--- config.mk ---
export PLATFORM = sky130hd
export DESIGN_NAME = vga_sync_ctrl
export DESIGN_NICKNAME = d
export VERILOG_FILES = /design/src/rtl/vga_timing_pkg.sv /design/src/rtl/vga_delay_line.sv /design/src/rtl/vga_sync_ctrl.sv
export SDC_FILE = /design/constraint.sdc
export NUM_CORES = 1
export LEC_CHECK = 0
export CAP_MARGIN = 20
export CORE_ASPECT_RATIO = 1.2
export CORE_MARGIN = 1.5
export CORE_UTILIZATION = 48
export CTS_CLUSTER_SIZE = 8
export DETAILED_ROUTE_END_ITERATION = 10
export PLACE_DENSITY = 0.84
export SETUP_SLACK_MARGIN = 0.2
export SYNTH_ARGS = -nofsm -noshare
export SYNTH_HDL_FRONTEND = slang
export SYNTH_HIERARCHICAL = 1
export SYNTH_SLANG_ARGS = --single-unit
--- constraint.sdc ---
create_clock -name pclk -period 3.25 [get_ports pclk]
set_input_delay 0.8125 -clock pclk [delete_from_list [all_inputs] [get_ports pclk]]
set_output_delay 0.8125 -clock pclk [all_outputs]
set_load 0.05 [all_outputs]
--- src/rtl/vga_timing_pkg.sv ---
// rtl/vga_timing_pkg.sv - 640x480@60 timing defaults, sync bundle type and RGB field slices
package vga_timing_pkg;

  localparam int CNT_W = 10;

  localparam int DEF_H_ACTIVE = 640;
  localparam int DEF_H_FP     = 16;
  localparam int DEF_H_SYNC   = 96;
  localparam int DEF_H_BP     = 48;
  localparam int DEF_V_ACTIVE = 480;
  localparam int DEF_V_FP     = 10;
  localparam int DEF_V_SYNC   = 2;
  localparam int DEF_V_BP     = 33;

  localparam int DEF_H_TOTAL  = DEF_H_ACTIVE + DEF_H_FP + DEF_H_SYNC + DEF_H_BP;
  localparam int DEF_V_TOTAL  = DEF_V_ACTIVE + DEF_V_FP + DEF_V_SYNC + DEF_V_BP;
  localparam int DEF_HS_START = DEF_H_ACTIVE + DEF_H_FP;
  localparam int DEF_HS_END   = DEF_HS_START + DEF_H_SYNC;
  localparam int DEF_VS_START = DEF_V_ACTIVE + DEF_V_FP;
  localparam int DEF_VS_END   = DEF_VS_START + DEF_V_SYNC;

  localparam int R_MSB = 23;
  localparam int R_LSB = 16;
  localparam int G_MSB = 15;
  localparam int G_LSB = 8;
  localparam int B_MSB = 7;
  localparam int B_LSB = 0;

  typedef struct packed {
    logic hs;
    logic vs;
    logic de;
  } sync_t;

  localparam int SYNC_W = $bits(sync_t);

  function automatic logic in_window(input logic [CNT_W-1:0] cnt,
                                     input logic [CNT_W-1:0] lo,
                                     input logic [CNT_W-1:0] hi);
    return (cnt >= lo) && (cnt < hi);
  endfunction

endpackage

--- src/rtl/vga_delay_line.sv ---
// rtl/vga_delay_line.sv - fixed-depth shift register with synchronous clear to a constant
module vga_delay_line #(
  parameter int               DEPTH   = 1,
  parameter int               WIDTH   = 1,
  parameter logic [WIDTH-1:0] CLR_VAL = '0
) (
  input  logic             clk,
  input  logic             resetn,
  input  logic [WIDTH-1:0] din,
  output logic [WIDTH-1:0] dout
);

  if (DEPTH == 0) begin : g_bypass
    logic unused_clk_rst;
    assign unused_clk_rst = clk ^ resetn;
    assign dout = din;
  end else begin : g_shift
    logic [WIDTH-1:0] stage_q [DEPTH];
    logic [WIDTH-1:0] stage_d [DEPTH];

    always_comb begin
      stage_d[0] = din;
      for (int i = 1; i < DEPTH; i++) begin
        stage_d[i] = stage_q[i-1];
      end
    end

    always_ff @(posedge clk) begin
      for (int i = 0; i < DEPTH; i++) begin
        if (!resetn) stage_q[i] <= CLR_VAL;
        else         stage_q[i] <= stage_d[i];
      end
    end

    assign dout = stage_q[DEPTH-1];
  end

endmodule

--- src/rtl/vga_sync_ctrl.sv ---
// rtl/vga_sync_ctrl.sv - VGA raster counters, pipeline-aligned sync/blank and black-forced RGB out
module vga_sync_ctrl
  import vga_timing_pkg::*;
#(
  parameter int H_ACTIVE = DEF_H_ACTIVE,
  parameter int H_FP     = DEF_H_FP,
  parameter int H_SYNC   = DEF_H_SYNC,
  parameter int H_BP     = DEF_H_BP,
  parameter int V_ACTIVE = DEF_V_ACTIVE,
  parameter int V_FP     = DEF_V_FP,
  parameter int V_SYNC   = DEF_V_SYNC,
  parameter int V_BP     = DEF_V_BP,
  parameter bit SYNC_POL = 1'b0,
  parameter int PIPE_DLY = 1
) (
  input  logic             pclk,
  input  logic             rst,
  output logic [CNT_W-1:0] h_cnt,
  output logic [CNT_W-1:0] v_cnt,
  output logic             valid,
  output logic             frame_start,
  input  logic [23:0]      vga_data,
  output logic [7:0]       vga_r,
  output logic [7:0]       vga_g,
  output logic [7:0]       vga_b,
  output logic             vga_hs,
  output logic             vga_vs,
  output logic             vga_blank_n
);

  localparam int H_TOTAL = H_ACTIVE + H_FP + H_SYNC + H_BP;
  localparam int V_TOTAL = V_ACTIVE + V_FP + V_SYNC + V_BP;

  localparam logic [CNT_W-1:0] H_LAST   = CNT_W'(H_TOTAL - 1);
  localparam logic [CNT_W-1:0] V_LAST   = CNT_W'(V_TOTAL - 1);
  localparam logic [CNT_W-1:0] H_ACT    = CNT_W'(H_ACTIVE);
  localparam logic [CNT_W-1:0] V_ACT    = CNT_W'(V_ACTIVE);
  localparam logic [CNT_W-1:0] HS_START = CNT_W'(H_ACTIVE + H_FP);
  localparam logic [CNT_W-1:0] HS_END   = CNT_W'(H_ACTIVE + H_FP + H_SYNC);
  localparam logic [CNT_W-1:0] VS_START = CNT_W'(V_ACTIVE + V_FP);
  localparam logic [CNT_W-1:0] VS_END   = CNT_W'(V_ACTIVE + V_FP + V_SYNC);

  localparam sync_t SYNC_IDLE = '{hs: ~SYNC_POL, vs: ~SYNC_POL, de: 1'b0};

  logic [CNT_W-1:0] h_cnt_q, h_cnt_d;
  logic [CNT_W-1:0] v_cnt_q, v_cnt_d;
  logic             valid_q, valid_d;
  logic             frame_start_q, frame_start_d;

  // valid/frame_start look at the next counts so they line up with h_cnt/v_cnt
  always_comb begin
    h_cnt_d = h_cnt_q + 10'd1;
    v_cnt_d = v_cnt_q;
    if (h_cnt_q == H_LAST) begin
      h_cnt_d = '0;
      v_cnt_d = (v_cnt_q == V_LAST) ? '0 : v_cnt_q + 10'd1;
    end
    valid_d       = (h_cnt_d < H_ACT) && (v_cnt_d < V_ACT);
    frame_start_d = (h_cnt_d == '0) && (v_cnt_d == '0);
  end

  always_ff @(posedge pclk) begin
    if (!rst) begin
      h_cnt_q       <= H_LAST;
      v_cnt_q       <= V_LAST;
      valid_q       <= 1'b0;
      frame_start_q <= 1'b0;
    end else begin
      h_cnt_q       <= h_cnt_d;
      v_cnt_q       <= v_cnt_d;
      valid_q       <= valid_d;
      frame_start_q <= frame_start_d;
    end
  end

  assign h_cnt       = h_cnt_q;
  assign v_cnt       = v_cnt_q;
  assign valid       = valid_q;
  assign frame_start = frame_start_q;

  sync_t sync_raw;
  sync_t sync_dly;

  always_comb begin
    sync_raw.hs = in_window(h_cnt_q, HS_START, HS_END) ? SYNC_POL : ~SYNC_POL;
    sync_raw.vs = in_window(v_cnt_q, VS_START, VS_END) ? SYNC_POL : ~SYNC_POL;
    sync_raw.de = valid_q;
  end

  vga_delay_line #(
    .DEPTH   (PIPE_DLY),
    .WIDTH   (SYNC_W),
    .CLR_VAL (SYNC_IDLE)
  ) u_sync_dly (
    .clk    (pclk),
    .resetn (rst),
    .din    (sync_raw),
    .dout   (sync_dly)
  );

  logic [23:0] rgb_q, rgb_d;
  logic        hs_q, hs_d;
  logic        vs_q, vs_d;
  logic        blank_n_q, blank_n_d;

  // generators return white in blanking, so RGB is gated by the delayed de
  always_comb begin
    rgb_d     = sync_dly.de ? vga_data : 24'h0;
    hs_d      = sync_dly.hs;
    vs_d      = sync_dly.vs;
    blank_n_d = sync_dly.de;
  end

  always_ff @(posedge pclk) begin
    if (!rst) begin
      rgb_q     <= 24'h0;
      hs_q      <= ~SYNC_POL;
      vs_q      <= ~SYNC_POL;
      blank_n_q <= 1'b0;
    end else begin
      rgb_q     <= rgb_d;
      hs_q      <= hs_d;
      vs_q      <= vs_d;
      blank_n_q <= blank_n_d;
    end
  end

  assign vga_r       = rgb_q[R_MSB:R_LSB];
  assign vga_g       = rgb_q[G_MSB:G_LSB];
  assign vga_b       = rgb_q[B_MSB:B_LSB];
  assign vga_hs      = hs_q;
  assign vga_vs      = vs_q;
  assign vga_blank_n = blank_n_q;

endmodule
# Word-level counts from Yosys, hierarchy flattened
# Memories as Yosys holds them, arrays and structs flattened.
# Index checks and enable logic that the tools add are counted.
# classes
n_mux	9
reduce_logical	8
n_eq_ne	2
add_sub_neg	2
magnitude_cmp	6
# ops
op	n
$mux W10	3
$add A10 B1 Y10 const B	2
$eq A10 B10 Y1 const B	2
$logic_not A10 Y1	2
$lt A10 B10 Y1 const B	2
$lt A10 B9 Y1 const B	2
$ge A10 B10 Y1 const B	1
$ge A10 B9 Y1 const B	1
$mux W1	5
$logic_and A1 B1 Y1	4
$mux W3	1
$reduce_or A3 Y1	1
$reduce_and A2 Y1	1
# word_totals
mem_count	1
wordCells	36
register_bits	49
mem_bits_rw	3
in_bits	26
# mem_list
memory	words	width	read_ports	rd_ports_with_merged_regs	write_ports	line_no	text
u_sync_dly.g_shift.stage_q	1	3	1	0	1	vga_delay_line.sv:18	logic [WIDTH-1:0] stage_q [DEPTH];

# Depth between registers and ports, before layout
# Gate-level depths: netlist of the first run.
# logic_depth
depth_word	5
ltp_mapped	9
depth_no_buf	8

# Modules after synthesis
# The synthesis of the first run kept the hierarchy.
# by_module_without_submodules
mod	seq_area_each_um2	area_each_um2	n_inst	cells_per_inst
vga_sync_ctrl	980.9	2119.5	1	234
vga_delay_line	60.1	78.8	1	6

# Worst setup path before layout of the first run
# No wires, ideal clock.
# synth_path
kind	reg2reg
from	register v_cnt_q[1] (netlist: v_cnt[1])
to	register frame_start_q (netlist: frame_start)
path_buffers	0
synth_period_minus_slack_ns	2.388
arrival_time_ns	2.300
setup_slack_ns	0.862
stages_incl_launch_ff	8
cell_sequence	dfxtp_1 -> ha_1 -> nand3_1 -> or2_2 -> nor4_1 -> xnor2_1 -> nand4_1 -> nor4b_2
# synth_via
elab_chain_cells	5
elab_cells_between_ends	6
# synth_lines
item	line_no	text
from (decl)	vga_sync_ctrl.sv:46	logic [CNT_W-1:0] v_cnt_q, v_cnt_d;
from (signal assigned)	vga_sync_ctrl.sv:70	v_cnt_q <= v_cnt_d;
$add A10 B1 Y10 / $eq A10 B10 Y1 (equally long branches)	vga_sync_ctrl.sv:56	v_cnt_d = (v_cnt_q == V_LAST) ? '0 : v_cnt_q + 10'd1;
$mux W10	vga_sync_ctrl.sv:56	
$mux W10 (*)	vga_sync_ctrl.sv:54	if (h_cnt_q == H_LAST) begin
$logic_not A10 Y1 (*)	vga_sync_ctrl.sv:59	frame_start_d = (h_cnt_d == '0) && (v_cnt_d == '0);
$logic_and A1 B1 Y1 (*)	vga_sync_ctrl.sv:59	
to (signal assigned)	vga_sync_ctrl.sv:72	frame_start_q <= frame_start_d;
to (decl)	vga_sync_ctrl.sv:48	logic frame_start_q, frame_start_d;
# Every way passes the cells marked *; elsewhere a longest branch is shown, timed or not.
# A chain may end at the register's enable or synchronous reset.

# Final worst setup path of the first run
# layout_path
from	register h_cnt_q[9] (netlist: h_cnt[9])
to	output h_cnt[9]
# layout_rtl
item	line_no	text
from (decl)	vga_sync_ctrl.sv:45	logic [CNT_W-1:0] h_cnt_q, h_cnt_d;
from (signal assigned)	vga_sync_ctrl.sv:69	h_cnt_q <= h_cnt_d;
to (decl)	vga_sync_ctrl.sv:18	output logic [CNT_W-1:0] h_cnt,
# No word-level cell between the ends.

==> report_table.html, run 1 <==
<table>
<tr><th>Metric</th><th>Value</th></tr>
<tr><th colspan="2">Power and ir drop</th></tr>
<tr><td>Net switching power</td><td>0.000897 W</td></tr>
<tr><td>Maximum vdd drop</td><td>0.000407 V</td></tr>
<tr><td>Sequential power share</td><td>40.6%</td></tr>
<tr><td>Net switching share of the total power</td><td>43.3%</td></tr>
<tr><td>Power per cell area</td><td>683 nW/um^2</td></tr>
<tr><td>Internal Pwr Total</td><td>0.00118 W</td></tr>
<tr><td>Clock share of power</td><td>18.0%</td></tr>
<tr><td>Combinational power share</td><td>41.4%</td></tr>
<tr><td>Leak pwr</td><td>1.19 nW</td></tr>
<tr><th colspan="2">Routing</th></tr>
<tr><td>Total via count after detailed routing</td><td>1974</td></tr>
<tr><td>Total detailed-routing wirelength</td><td>5420 um</td></tr>
<tr><td>DRC Markers</td><td>0</td></tr>
<tr><td>Detail-routed via count per cell</td><td>5.44</td></tr>
<tr><td>DRT Pass-1 Iters</td><td>4</td></tr>
<tr><td>DRT iter0 DRCs</td><td>101</td></tr>
<tr><td>Post-detailed-route count of antenna-violating nets</td><td>0</td></tr>
<tr><td>Detail-routed net length per standard cell</td><td>14.9 um</td></tr>
<tr><th colspan="2">CTS</th></tr>
<tr><td>Clock insertion delay at the later pin of the skew report</td><td>0.31 ns</td></tr>
<tr><td>Clock root buffer</td><td>clkbuf_8</td></tr>
<tr><td>Number of buffers on the longest clock path</td><td>2</td></tr>
<tr><td>Count of H-tree levels built during CTS</td><td>2</td></tr>
<tr><td>CTS clk-pin slew, worst paths</td><td>0.10 ns</td></tr>
<tr><td>Post-CTS Repair Setup Buffers</td><td>0</td></tr>
<tr><td>TritonCTS clock tree</td><td>yes</td></tr>
<tr><td>Number of gates resized after cts</td><td>0</td></tr>
<tr><td>Sinks on Clock Net</td><td>52</td></tr>
<tr><td>Total CTS buffers</td><td>5</td></tr>
<tr><td># hold bufs at CTS</td><td>0</td></tr>
<tr><th colspan="2">Timing</th></tr>
<tr><td>Headroom to the max-slew limit</td><td>59.9%</td></tr>
<tr><td>Final Cycle Share</td><td>79.8%</td></tr>
<tr><td>Final setup violating endpoints</td><td>0</td></tr>
<tr><td>Maximum clock frequency</td><td>0.386 GHz</td></tr>
<tr><td>Worst Max-Slew Pin Slew</td><td>0.601 ns</td></tr>
<tr><td>Final clock skew</td><td>0.00999 ns</td></tr>
<tr><td>Final worst slack</td><td>0.657 ns</td></tr>
<tr><td>Final hold slack</td><td>0.418 ns</td></tr>
<tr><td>Final Hold Vio Count</td><td>0</td></tr>
<tr><td>Unrepaired setup endpoints after global routing</td><td>false</td></tr>
<tr><td>Aggregate negative setup slack</td><td>0 ns</td></tr>
<tr><td>Fin. max-slew vios</td><td>0</td></tr>
<tr><td>Crit path time final</td><td>2.59 ns</td></tr>
<tr><th colspan="2">Finish</th></tr>
<tr><td>Area overhead of the layout relative to synthesis</td><td>38.0%</td></tr>
<tr><td>Layout Nets</td><td>337</td></tr>
<tr><td>Ratio of cells with drive above 1 in the final layout</td><td>4.89%</td></tr>
<tr><td># diodes</td><td>0</td></tr>
<tr><td>Final instance area</td><td>3030 sq um</td></tr>
<tr><td>Fill cells</td><td>345</td></tr>
<tr><th colspan="2">Synth</th></tr>
<tr><td>Total standard cell area after synthesis</td><td>2200 sq um</td></tr>
<tr><td>Most used standard cells in the synthesized netlist</td><td>52 x dfxtp_1, 27 x and3_1, 17 x nand2_1</td></tr>
<tr><td>Fraction of synthesis flops using an asynchronous set or reset pin</td><td>0%</td></tr>
<tr><td>Fraction of post-synthesis cell area in the top cell type by area</td><td>47.4%</td></tr>
<tr><td>Sequential element share of the synthesized area</td><td>47.4%</td></tr>
<tr><td>Syn Inst Count</td><td>240</td></tr>
<tr><td>Cell types occupying the most area after synthesis</td><td>dfxtp_1 47%, and3_1 7.7%, nand2_1 2.9%</td></tr>
<tr><td>Largest area contributor in the synthesized netlist</td><td>dfxtp_1</td></tr>
<tr><td>Post-synthesis average cell area</td><td>9.16 sq um</td></tr>
<tr><td>Cell with the most instances after synthesis</td><td>dfxtp_1</td></tr>
<tr><td>Register bit total from synthesis</td><td>52</td></tr>
<tr><td>Number of distinct library cell variants in the gate-level netlist after synthesis</td><td>44</td></tr>
<tr><td>Predominant post-synthesis flop cell</td><td>dfxtp_1</td></tr>
<tr><td>Ys Warns</td><td>6</td></tr>
<tr><td>EDFF count, synth</td><td>0</td></tr>
<tr><td>Post-Synthesis Net Count</td><td>271</td></tr>
<tr><th colspan="2">Critical path</th></tr>
<tr><td>Sequence of cells on the critical path</td><td>clkdlybuf4s50_1</td></tr>
<tr><td>Largest driver fanout on the critical path</td><td>12</td></tr>
<tr><td>Critical path's largest stage delay</td><td>0.89 ns</td></tr>
<tr><td>WP data required</td><td>2.44 ns</td></tr>
<tr><td>Max stage delay cell, worst path</td><td>clkdlybuf4s50_1</td></tr>
<tr><td>Worst path bufs/invs</td><td>1</td></tr>
<tr><td>Gate family responsible for the most delay along the worst path</td><td>buffers and inverters</td></tr>
<tr><td>Crit end category</td><td>output pin</td></tr>
<tr><td>Worst endpoint data arrival time</td><td>1.78 ns</td></tr>
<tr><td>Critical setup path kind</td><td>flip-flop to output pin</td></tr>
<tr><td>Kind of launch point of the worst setup path</td><td>flip-flop</td></tr>
<tr><th colspan="2">Global routing</th></tr>
<tr><td>Via count of the first global-routing pass</td><td>1800</td></tr>
<tr><td>Antenna violations before repair</td><td>0</td></tr>
<tr><td>Pin count of the biggest net entering global routing</td><td>50</td></tr>
<tr><td>Global-route wire length before repair</td><td>8780 um</td></tr>
<tr><td>Total grt overflow</td><td>0</td></tr>
<tr><td>Total GRT Usage</td><td>22.6%</td></tr>
<tr><th colspan="2">Floorplan</th></tr>
<tr><td>Height of the chip</td><td>77.1 um</td></tr>
<tr><td>Total Die Area</td><td>5000 sq um</td></tr>
<tr><td>Starting Density</td><td>50.8%</td></tr>
<tr><td>Width of the die</td><td>64.8 um</td></tr>
<tr><td>FP Rows</td><td>26</td></tr>
<tr><td>Core outline area</td><td>4330 sq um</td></tr>
<tr><td>Number of ports placed on the die boundary</td><td>75</td></tr>
<tr><th colspan="2">Hold path</th></tr>
<tr><td>Class of the worst hold path</td><td>flip-flop to flip-flop</td></tr>
<tr><th colspan="2">Placed design</th></tr>
<tr><td>IO buf count</td><td>74</td></tr>
<tr><td>Placed Area</td><td>2940 sq um</td></tr>
<tr><td>Gpl congestion</td><td>0.891</td></tr>
<tr><td>Setup slack after placement</td><td>0.790 ns</td></tr>
<tr><td>Detail Placement HPWL</td><td>3950 um</td></tr>
<tr><th colspan="2">Run status</th></tr>
<tr><td>Run status</td><td>complete, no violations</td></tr>
<tr><th colspan="2">Job</th></tr>
<tr><td>Number of maximum-capacitance violations</td><td>0</td></tr>
</table>
-- power by group through the flow --
stage	clock (W)	sequential (W)	combinational, W
6_report	0.000373	0.000841	0.000859
5_1_grt	0.000411	0.000855	0.000919
4_1_cts	0.000381	0.000839	0.000857
3_5_place_dp	0	0.000853	0.000854
3_3_place_gp	0	0.000851	0.000846
2_1_floorplan	0	0.00105	0.000406
-- cells in the final DEF (no fill, tap or decap), types with 2 or more instances in the layout --
cell type | netlist | routed
and2_1 | 5 | 5
nor3_1 | 4 | 4
o211ai_1 | 2 | 2
nand2_1 | 17 | 17
nand3_1 | 11 | 11
a31oi_1 | 2 | 2
o311ai_0 | 2 | 2
nor2_1 | 10 | 10
inv_1 | 5 | 5
ha_1 | 5 | 5
nand4_1 | 3 | 3
nor4_1 | 2 | 2
and4_1 | 3 | 3
nand2b_1 | 7 | 7
o21ai_0 | 12 | 12
clkdlybuf4s50_1 | 0 | 74
o41ai_1 | 2 | 2
o21ai_1 | 2 | 2
o21a_1 | 2 | 2
xnor2_1 | 6 | 6
o31ai_1 | 2 | 2
and3_1 | 27 | 27
dfxtp_1 | 52 | 52
or3_1 | 5 | 5
nor2b_1 | 6 | 6
xor2_1 | 4 | 4
clkbuf_8 | 0 | 5
a21boi_0 | 3 | 3
a21oi_1 | 8 | 8
nor3b_1 | 2 | 2
-- cells by family after synthesis --
group	count (synthesis)	synth area share, %
buffers and inverters	21	4.27
and+or+nand+nor	109	28.7
adders and majority gates	5	2.85
xor gates and xnor gates	10	3.98
DFF	52	47.4
AOI/OAI and AO/OA	43	12.9
-- final timing paths --
kind,cells past startpoint,slack (ns),from,end
setup / recovery,1,0.66,h_cnt[9],h_cnt[9]
hold / removal,1,0.42,u_sync_dly/g_shift.stage_q[0][1],vga_vs
setup reg to reg,7,0.72,h_cnt[0],frame_start
hold reg to reg,1,0.42,u_sync_dly/g_shift.stage_q[0][1],vga_vs
-- sequential cells by signal, summed over array words and instances, names as in the netlist --
signal / cells
h_cnt: 10
rgb_q: 24
v_cnt: 10
vga_vs: 1
vga_blank_n: 1
frame_start: 1
valid: 1
u_sync_dly/g_shift.stage_q: 3
vga_hs: 1
-- metrics by stage --
step	utilization, %	std cells	total power [W]
2_1_floorplan	-	240	0.00145
3_3_place_gp	68.0	355	0.00170
3_5_place_dp	68.0	355	0.00171
4_1_cts	70.1	363	0.00208
5_1_grt	70.1	363	0.00218
6_report	70.1	363	0.00207
-- layout make-up --
class | count | area, sq um | area share [%]
clock buffers | 5 | 68.8 | 2.27
clock inverters | 3 | 22.5 | 0.743
flip-flops and latches | 52 | 1040 | 34.3
repair buffers | 75 | 748 | 24.7
multi-input cells | 167 | 1060 | 35.1
well taps | 56 | 70.1 | 2.31
inverters | 5 | 18.8 | 0.619
-- routing by layer --
metal,GRT usage (%),part of all wire (%),vias up
met1,27.2,41,907
met5,0,0,-
met3,4.99,6.0,9
met2,38.8,51,81
li1,-,-,977
met4,8.09,1.8,0
No activity file was read; power rests on OpenSTA's default activity.
==> run 2, diff against run 1 <==
- CORE_UTILIZATION: 48 -> 45
- PLACE_DENSITY: 0.84 -> 0.79
- clock period: 3.25 -> 2.55 ns (I/O delays scaled with it)
==> report_table.html, run 2 (synthesis gave the netlist of run 1 again) <==
<table>
<tr><th>Metric</th><th>Value</th></tr>
<tr><th colspan="2">Routing</th></tr>
<tr><td>Total via count after detailed routing</td><td>1996</td></tr>
<tr><td>Post-detailed-route count of antenna-violating nets</td><td>0</td></tr>
<tr><td>Total detailed-routing wirelength</td><td>5500 um</td></tr>
<tr><td>DRC Markers</td><td>0</td></tr>
<tr><td>Detail-routed via count per cell</td><td>5.39</td></tr>
<tr><td>DRT Pass-1 Iters</td><td>4</td></tr>
<tr><td>DRT iter0 DRCs</td><td>143</td></tr>
<tr><td>Detail-routed net length per standard cell</td><td>14.9 um</td></tr>
<tr><th colspan="2">Critical path</th></tr>
<tr><td>Worst endpoint data arrival time</td><td>1.63 ns</td></tr>
<tr><td>Source of the critical timing path</td><td>h_cnt[4]</td></tr>
<tr><td>Crit end category</td><td>output pin</td></tr>
<tr><td>Worst path bufs/invs</td><td>1</td></tr>
<tr><td>Sequence of cells on the critical path</td><td>clkdlybuf4s50_1</td></tr>
<tr><td>Critical path depth</td><td>1</td></tr>
<tr><td>Gate family responsible for the most delay along the worst path</td><td>buffers and inverters</td></tr>
<tr><td>Worst reg2reg startpoint</td><td>h_cnt[0]</td></tr>
<tr><td>Kind of launch point of the worst setup path</td><td>flip-flop</td></tr>
<tr><td>WP data required</td><td>1.91 ns</td></tr>
<tr><td>Cell depth of the worst flop-to-flop path</td><td>7</td></tr>
<tr><td>Critical path's largest stage delay</td><td>0.85 ns</td></tr>
<tr><td>Max stage delay cell, worst path</td><td>clkdlybuf4s50_1</td></tr>
<tr><td>Critical setup path kind</td><td>flip-flop to output pin</td></tr>
<tr><td>Largest driver fanout on the critical path</td><td>7</td></tr>
<tr><th colspan="2">Placed design</th></tr>
<tr><td>Detail Placement HPWL</td><td>4000 um</td></tr>
<tr><td>Setup slack after placement</td><td>0.282 ns</td></tr>
<tr><td>Gpl congestion</td><td>0.999</td></tr>
<tr><td>IO buf count</td><td>74</td></tr>
<tr><td>Placed Area</td><td>2980 sq um</td></tr>
<tr><th colspan="2">Finish</th></tr>
<tr><td>Number of flip-flops in the largest register</td><td>24</td></tr>
<tr><td>Final instance area</td><td>3110 sq um</td></tr>
<tr><td>Top reg by flops</td><td>rgb_q</td></tr>
<tr><td>Leading cell types in the layout, fill and taps excluded</td><td>67 x clkdlybuf4s50_1, 50 x dfxtp_1, 27 x and3_1</td></tr>
<tr><td>Layout Nets</td><td>342</td></tr>
<tr><td>Ratio of cells with drive above 1 in the final layout</td><td>7.69%</td></tr>
<tr><td>Most common library cell in the layout ignoring fill and taps</td><td>clkdlybuf4s50_1</td></tr>
<tr><td>Final cell utilization of the core</td><td>67.3%</td></tr>
<tr><td>Area overhead of the layout relative to synthesis</td><td>41.6%</td></tr>
<tr><td># diodes</td><td>0</td></tr>
<tr><th colspan="2">CTS</th></tr>
<tr><td>TritonCTS clock tree</td><td>yes</td></tr>
<tr><td># hold bufs at CTS</td><td>0</td></tr>
<tr><td>Total CTS buffers</td><td>5</td></tr>
<tr><td>Clock root buffer</td><td>clkbuf_8</td></tr>
<tr><td>Count of H-tree levels built during CTS</td><td>2</td></tr>
<tr><td>CTS clk-pin slew, worst paths</td><td>0.10 ns</td></tr>
<tr><td>Sinks on Clock Net</td><td>52</td></tr>
<tr><td>Number of buffers on the longest clock path</td><td>2</td></tr>
<tr><td>Clock insertion delay at the later pin of the skew report</td><td>0.30 ns</td></tr>
<tr><th colspan="2">Power and ir drop</th></tr>
<tr><td>Internal Pwr Total</td><td>0.00154 W</td></tr>
<tr><td>Net switching power</td><td>0.00117 W</td></tr>
<tr><td>Combinational power share</td><td>43.5%</td></tr>
<tr><td>Maximum vdd drop</td><td>0.000399 V</td></tr>
<tr><td>Sequential power share</td><td>39.1%</td></tr>
<tr><td>Power per cell area</td><td>870 nW/um^2</td></tr>
<tr><td>Net switching share of the total power</td><td>43.2%</td></tr>
<tr><td>Leak pwr</td><td>1.30 nW</td></tr>
<tr><td>Clock share of power</td><td>17.4%</td></tr>
<tr><th colspan="2">Job</th></tr>
<tr><td>Number of maximum-capacitance violations</td><td>0</td></tr>
<tr><th colspan="2">Floorplan</th></tr>
<tr><td>Width of the die</td><td>66.8 um</td></tr>
<tr><td>Starting Density</td><td>47.5%</td></tr>
<tr><td>FP Rows</td><td>27</td></tr>
<tr><td>Height of the chip</td><td>79.6 um</td></tr>
<tr><td>Total Die Area</td><td>5320 sq um</td></tr>
<tr><td>Number of ports placed on the die boundary</td><td>75</td></tr>
<tr><td>Core outline area</td><td>4630 sq um</td></tr>
<tr><th colspan="2">Hold path</th></tr>
<tr><td>Class of the worst hold path</td><td>flip-flop to flip-flop</td></tr>
<tr><td>Worst hold path cell count</td><td>1</td></tr>
<tr><td>Hold wc startpoint</td><td>u_sync_dly/g_shift.stage_q[0][1]</td></tr>
<tr><th colspan="2">Timing</th></tr>
<tr><td>Final setup violating endpoints</td><td>0</td></tr>
<tr><td>Unrepaired setup endpoints after global routing</td><td>true</td></tr>
<tr><td>Maximum clock frequency</td><td>0.442 GHz</td></tr>
<tr><td>Final worst slack</td><td>0.286 ns</td></tr>
<tr><td>Final Cycle Share</td><td>88.8%</td></tr>
<tr><td>Aggregate negative setup slack</td><td>0 ns</td></tr>
<tr><td>Crit path time final</td><td>2.26 ns</td></tr>
<tr><td>Worst Max-Slew Pin Slew</td><td>0.593 ns</td></tr>
<tr><td>Headroom to the max-slew limit</td><td>60.4%</td></tr>
<tr><td>Final Hold Vio Count</td><td>0</td></tr>
<tr><td>Final clock skew</td><td>0.00593 ns</td></tr>
<tr><td>Fin. max-slew vios</td><td>0</td></tr>
<tr><th colspan="2">Global routing</th></tr>
<tr><td>Pin count of the biggest net entering global routing</td><td>50</td></tr>
<tr><td>Via count of the first global-routing pass</td><td>1790</td></tr>
<tr><td>Antenna violations before repair</td><td>0</td></tr>
<tr><td>Total GRT Usage</td><td>21.7%</td></tr>
<tr><td>Total grt overflow</td><td>0</td></tr>
<tr><td>Global-route wire length before repair</td><td>8790 um</td></tr>
<tr><th colspan="2">Run status</th></tr>
<tr><td>Run status</td><td>complete, no violations</td></tr>
</table>
-- run 2: cell type report --
cell class                      count  area, sq um
Clock inverter                      3         21.3
Multi-Input combinational cell    167         1090
Fill cell                         414         1520
Sequential cell                    52         1040
Inverter                            5         18.8
Clock buffer                        5         68.8
Tap cell                           58         72.6
Timing Repair Buffer               80          800
-- run 2: power by group through the flow --
| stage | logic [W] | clock network (W) | registers [W] |
|---|---|---|---|
| 5_1_grt | 0.00126 | 0.000520 | 0.00108 |
| 3_3_place_gp | 0.00114 | 0 | 0.00107 |
| 4_1_cts | 0.00114 | 0.000482 | 0.00106 |
| 2_1_floorplan | 0.000517 | 0 | 0.00133 |
| 3_5_place_dp | 0.00114 | 0 | 0.00108 |
| 6_report | 0.00118 | 0.000472 | 0.00106 |
-- run 2: what timing repair did --
item                                    in CTS  in global routing
endpoints found under the setup margin       1                  7
setup buffers                                0                  0
resized for setup                            1                 11
-- run 2: metal layers --
metal  routed length, um  GRT usage (%)
met2                2670           35.3
met4                 127           9.59
met3                 345           4.80
met1                2360           27.2
met5                   0              0
-- run 2: final timing paths --
kind	to	slack, ns
max	h_cnt[4]	0.29
min	vga_vs	0.41
max reg2reg	frame_start	0.32
min reg2reg	vga_vs	0.41
-- run 2: stage by stage --
step / hold slack, ns / std cells / total power (W)
after CTS: 0.423 / 370 / 0.00268
after floorplan: 0.386 / 240 / 0.00185
after detailed placement: 0.399 / 362 / 0.00222
after global routing: 0.453 / 370 / 0.00286
after global placement: 0.392 / 362 / 0.00221
final: 0.414 / 370 / 0.00271
